**config.mk**
```make
export PLATFORM = sky130hd
export DESIGN_NAME = fetch_unit_flat
export DESIGN_NICKNAME = d
export VERILOG_FILES = /design/src/rtl/fetch_unit_if.sv /design/src/rtl/fetch_unit.sv /design/src/flat_wrapper.sv
export SDC_FILE = /design/constraint.sdc
export NUM_CORES = 1
export LEC_CHECK = 0
export ABC_CLOCK_PERIOD_IN_PS = 4750
export BUFFER_PORTS_ARGS = -buffer_cell sky130_fd_sc_hd__buf_2
export CORE_ASPECT_RATIO = 0.75
export CORE_MARGIN = 3
export CORE_UTILIZATION = 40
export CTS_CLUSTER_SIZE = 12
export DETAILED_ROUTE_END_ITERATION = 10
export GPL_TIMING_DRIVEN = 0
export SLEW_MARGIN = 15
export SYNTH_ARGS = -nofsm -noshare
export SYNTH_HDL_FRONTEND = slang
export SYNTH_SLANG_ARGS = --single-unit
```
**constraint.sdc**
```tcl
create_clock -name sys_clk -period 4.75 [get_ports sys_clk]
set_input_delay 0.2375 -clock sys_clk [delete_from_list [all_inputs] [get_ports sys_clk]]
set_output_delay 0.2375 -clock sys_clk [all_outputs]
set_load 0.02 [all_outputs]
```
**src/rtl/fetch_unit_if.sv**
```systemverilog
// Fetch-stage bus bundle: ROM port, redirect input, fetch enable and the
// decode valid/ready handshake.
//   master : the fetch unit (drives rom_pc, dec_valid, dec_instr, dec_pc)
//   slave  : the surrounding core (drives fetch_en, rom_instr, br_*, dec_ready)
interface fetch_unit_if #(
  parameter int unsigned PC_W = 30
);
  logic            fetch_en;
  logic [PC_W-1:0] rom_pc;
  logic [15:0]     rom_instr;
  logic            br_valid;
  logic [PC_W-1:0] br_target;
  logic            dec_valid;
  logic            dec_ready;
  logic [15:0]     dec_instr;
  logic [PC_W-1:0] dec_pc;

  modport master (
    input  fetch_en, rom_instr, br_valid, br_target, dec_ready,
    output rom_pc, dec_valid, dec_instr, dec_pc
  );

  modport slave (
    output fetch_en, rom_instr, br_valid, br_target, dec_ready,
    input  rom_pc, dec_valid, dec_instr, dec_pc
  );
endinterface

```
**src/rtl/fetch_unit.sv**
```systemverilog
// Instruction fetch stage. Drives a registered word PC into a combinational
// ROM, buffers {instr, pc} in a FIFO_DEPTH-entry FIFO and hands the head to
// decode over valid/ready. A branch redirect flushes the FIFO and reloads
// the PC; it has priority over push and pop.
// Ports:
//   sys_clk : clock, rising edge
//   sys_rst : asynchronous active-high reset
//   bus     : fetch_unit_if master (ROM, redirect, enable, decode handshake)
module fetch_unit #(
  parameter int unsigned     PC_W       = 30,
  parameter logic [PC_W-1:0] RESET_PC   = '0,
  parameter int unsigned     FIFO_DEPTH = 2
) (
  input  logic         sys_clk,
  input  logic         sys_rst,
  fetch_unit_if.master bus
);
  localparam int unsigned PTR_W = $clog2(FIFO_DEPTH);
  localparam int unsigned CNT_W = $clog2(FIFO_DEPTH + 1);

  typedef struct packed {
    logic [15:0]     instr;
    logic [PC_W-1:0] pc;
  } entry_t;

  entry_t          mem_q [FIFO_DEPTH];
  logic [PTR_W-1:0] wr_ptr_q, wr_ptr_d;
  logic [PTR_W-1:0] rd_ptr_q, rd_ptr_d;
  logic [CNT_W-1:0] count_q, count_d;
  logic [PC_W-1:0]  pc_q, pc_d;

  logic full, empty, push, pop;

  // Flags come only from the registered count, so push never depends on
  // dec_ready in the same cycle.
  assign full  = (count_q == CNT_W'(FIFO_DEPTH));
  assign empty = (count_q == '0);
  assign push  = bus.fetch_en && !full && !bus.br_valid;
  assign pop   = !empty && bus.dec_ready && !bus.br_valid;

  always_comb begin
    wr_ptr_d = wr_ptr_q;
    rd_ptr_d = rd_ptr_q;
    count_d  = count_q;
    pc_d     = pc_q;
    if (bus.br_valid) begin
      wr_ptr_d = '0;
      rd_ptr_d = '0;
      count_d  = '0;
      pc_d     = bus.br_target;
    end else begin
      if (push) begin
        wr_ptr_d = wr_ptr_q + PTR_W'(1);
        pc_d     = pc_q + PC_W'(1);
      end
      if (pop) begin
        rd_ptr_d = rd_ptr_q + PTR_W'(1);
      end
      if (push && !pop) begin
        count_d = count_q + CNT_W'(1);
      end else if (pop && !push) begin
        count_d = count_q - CNT_W'(1);
      end
    end
  end

  always_ff @(posedge sys_clk or posedge sys_rst) begin
    if (sys_rst) begin
      wr_ptr_q <= '0;
      rd_ptr_q <= '0;
      count_q  <= '0;
      pc_q     <= RESET_PC;
    end else begin
      wr_ptr_q <= wr_ptr_d;
      rd_ptr_q <= rd_ptr_d;
      count_q  <= count_d;
      pc_q     <= pc_d;
    end
  end

  always_ff @(posedge sys_clk or posedge sys_rst) begin
    if (sys_rst) begin
      for (int unsigned i = 0; i < FIFO_DEPTH; i++) begin
        mem_q[i] <= '0;
      end
    end else if (push) begin
      mem_q[wr_ptr_q] <= '{instr: bus.rom_instr, pc: pc_q};
    end
  end

  assign bus.rom_pc    = pc_q;
  assign bus.dec_valid = !empty;
  assign bus.dec_instr = mem_q[rd_ptr_q].instr;
  assign bus.dec_pc    = mem_q[rd_ptr_q].pc;
endmodule

```
**src/flat_wrapper.sv**
```systemverilog
// flat-port wrapper written by rule: the top's interface ports become plain ports
module fetch_unit_flat 
#(
  parameter int unsigned     PC_W       = 30,
  parameter logic [PC_W-1:0] RESET_PC   = '0,
  parameter int unsigned     FIFO_DEPTH = 2
)
  (sys_clk, sys_rst, bus_fetch_en, bus_rom_instr, bus_br_valid, bus_br_target, bus_dec_ready, bus_rom_pc, bus_dec_valid, bus_dec_instr, bus_dec_pc);
  fetch_unit_if #(.PC_W(PC_W)) bus_i ();
  input  logic sys_clk;
  input  logic sys_rst;
  input wire logic [$bits(bus_i.fetch_en)-1:0] bus_fetch_en;
  input wire logic [$bits(bus_i.rom_instr)-1:0] bus_rom_instr;
  input wire logic [$bits(bus_i.br_valid)-1:0] bus_br_valid;
  input wire logic [$bits(bus_i.br_target)-1:0] bus_br_target;
  input wire logic [$bits(bus_i.dec_ready)-1:0] bus_dec_ready;
  output wire logic [$bits(bus_i.rom_pc)-1:0] bus_rom_pc;
  output wire logic [$bits(bus_i.dec_valid)-1:0] bus_dec_valid;
  output wire logic [$bits(bus_i.dec_instr)-1:0] bus_dec_instr;
  output wire logic [$bits(bus_i.dec_pc)-1:0] bus_dec_pc;
  assign bus_i.fetch_en = bus_fetch_en;
  assign bus_i.rom_instr = bus_rom_instr;
  assign bus_i.br_valid = bus_br_valid;
  assign bus_i.br_target = bus_br_target;
  assign bus_i.dec_ready = bus_dec_ready;
  assign bus_rom_pc = bus_i.rom_pc;
  assign bus_dec_valid = bus_i.dec_valid;
  assign bus_dec_instr = bus_i.dec_instr;
  assign bus_dec_pc = bus_i.dec_pc;
  fetch_unit #(.PC_W(PC_W), .RESET_PC(RESET_PC), .FIFO_DEPTH(FIFO_DEPTH)) u_core (.sys_clk(sys_clk), .sys_rst(sys_rst), .bus(bus_i));
endmodule
```
==> out/qor.txt <==
Status: completed
FF-to-FF Start: u_core.count_q[0]
Mean Syn Cell Area: 12.0 µm²
Clk_skew: 10.5 ps
Peak supply drop: 336 µV
Top Usage Layer GRT: met2
Beginning of the worst hold path: bus_br_target[1]
Antenna violations before repair: 0
Remaining DRCs: 0
Maximum clock rate: 0.360 GHz
Setup Crit Path Kind: register to output port
Setup slack, reg-to-reg: 2300 ps
RR Endpoint: u_core.mem_q[69]
Leakage: 0.00331 µW
WL final: 15800 µm
IO Port Bufs: 125
Crit. End Element: output port
Cells after synthesis: 502
Core area: 0.0146 mm²
Layout fillers: 1368
Maximum buffer depth of the clock tree: 2
DRT iter0 DRCs: 347
Synth async-reset ratio: 100%
Synth Register Bits: 126
GRT met1 Usage: 26.4%
Synthesis-to-finish area growth: 25.3%
DP Cell Count: 828
Commonest non-fill, non-tap cell in the layout: mux2_2
GPL Wtd Cong: 0.776
Reg clk slew, reported paths: 50 ps
Setup_tns: 0 ps
Nets@finish: 700
Clock Latency Late Sink: 420 ps
CTS Buf Count: 17
Synth top area share: 52.2%
Post-synthesis sequential area ratio: 52.2%
GR Util met2: 30.6%
Total iterations of the first detailed-routing run: 5
Final antenna-violating net count: 0
Most frequent cells in the layout: mux2_2 (134), buf_2 (131), dfrtp_1 (126)
Drt wl/cell: 18.4 µm
First-pass GRT wire length: 25300 µm
Gr ovfl total: 0
CTS Sinks: 126
Worst Reg-to-Reg Cells: 5
Finished Layout Cells: 861
Worst hold path type: input port to register
GRT Resource Usage Total: 19.5%
Synth top area cells: dfrtp_1 (52%), mux2_2 (25%), nand3_1 (2.3%)
Startpoint types: register
Cell accounting for the most synthesized area: dfrtp_1
# setup viols final: 0
RSZ-0062 raised after global routing: false
Rows: 38
Avg Vias per Cell: 5.44
CTS tree: yes
Relative max-transition margin: 39.3%
Hold depth: 3
Unique masters post-synth: 42
Initial Utilization: 41.3%
Vias in the first global route: 4846
Arr. time, crit path: 2540 ps
Setup WS post-layout: 1970 ps
MaxCap Viol Count: 0
Die area: 0.0166 mm²
Final period util: 58.5%
Synth Flop Type: dfrtp_1
Synth warnings: 0
Die X: 148 µm
Pre-CTS setup slack: 2250 ps
# diodes: 0
HPWL after detailed placement: 11000 µm
Max H-tree Level: 4
WP data required: 4510 ps
Largest net degree at the start of global routing: 67
GRT met3 Usage: 6.30%
Pwr Density: 497 mW/mm²
Number of synthesized flops with an enable pin: 0
Final hold viol count: 0
Critical path peak fanout: 10
Hold EP: u_core.bus.rom_pc[1]
Final slew viol count: 0
IO Pins: 128
Minimum clock period: 2780 ps
Syn nets: 554
Core Util, Final: 51.7%
CTS resizes: 0
Fraction of layout cells with a size suffix above 1: 45.4%
Worst-margin pin slew: 903 ps
Die Y: 112 µm
CTS root buf: clkbuf_16
Vias: 4683
Post-Syn Area: 0.00604 mm²
metal layers:
| layer | routed length [µm] | up-vias | share of wire [%] |
|---|---|---|---|
| met3 | 1220 | 22 | 7.7 |
| met5 | 0 | - | 0 |
| li1 | - | 2155 | - |
| met2 | 7340 | 168 | 46 |
| met1 | 7060 | 2338 | 45 |
| met4 | 212 | 0 | 1.3 |
metrics by stage:
stage	total power, µW	instance area, µm²	hold slack (ps)
final	3760	7570	35.1
after global routing	3960	7570	30.4
after CTS	3810	7570	21.2
after detailed placement	2460	6960	352
after global placement	2410	6920	451
after floorplan	2160	6040	357
cell usage after synthesis, drive strengths merged (3+ instances only):
library cell	number
or4	14
a31oi	6
and3	5
xor2	7
a22oi	4
nand2	30
nand3	28
o31ai	10
nor4	4
a21oi	3
mux2	134
nand4	19
inv	6
clkbuf	19
o211ai	8
o21ai	16
nor3b	3
buf	15
and4	3
nor3	4
dfrtp	126
nor2b	6
nor2	13
repair_timing:
| item | CTS | global route |
|---|---|---|
| hold buffers | 1 | 0 |
| setup buffers | 0 | 0 |
| hold endpoints to repair | 60 | 0 |
state kept, by name, indices dropped and copies added, names as in the netlist:
register and count:
u_core.bus.rom_pc 30, u_core.count_q 2, u_core.mem_q 92, u_core.rd_ptr_q 1, u_core.wr_ptr_q 1
kinds of logic after synthesis:
group                    Yosys count  synth area share, %
AND/OR/NAND/NOR                  137                 12.5
buffers and inverters             40                 2.73
multiplexers                     136                 25.3
XOR/XNOR                           9                 1.30
adder cells (fa/ha/maj)            1                0.207
AO/OA/AOI/OAI                     53                 5.72
flip-flops                       126                 52.2
power breakdown:
part | switching (µW) | leakage [µW] | internal (µW)
sequential | 163 | 0.00150 | 1350
combinational | 479 | 0.00152 | 444
clock | 451 | 0.000298 | 879
total | 1090 | 0.00331 | 2670
critical path: stages (launching register included):
cell,delay [ps]
dfrtp_1,340
clkbuf_1,550
clkbuf_1,670
mux2_2,410
buf_2,160
how the worst max path moves through the flow:
| stage | from | to | slack (ps) |
|---|---|---|---|
| after global routing | u_core.rd_ptr_q | bus_dec_pc[21] | 1850 |
| after detailed placement | u_core.count_q[0] | u_core.mem_q[53] | 2250 |
| final | u_core.rd_ptr_q | bus_dec_pc[21] | 1970 |
| after CTS | u_core.rd_ptr_q | bus_dec_pc[17] | 1930 |
| after floorplan | sys_rst | u_core.bus.rom_pc[0] | 1160 |
| after global placement | sys_rst | u_core.mem_q[12] | -200 |
area by class of cell:
cell class | instances | area, µm² | area share (%)
multi-input combinational | 336 | 2730 | 36.1
clock buffer | 26 | 499 | 6.59
sequential | 126 | 3150 | 41.6
buffer | 34 | 143 | 1.88
tap | 200 | 250 | 3.31
clock inverter | 6 | 105 | 1.39
timing repair buffer | 127 | 663 | 8.76
inverter | 6 | 27.5 | 0.364
(Power assumes the default switching activity.)
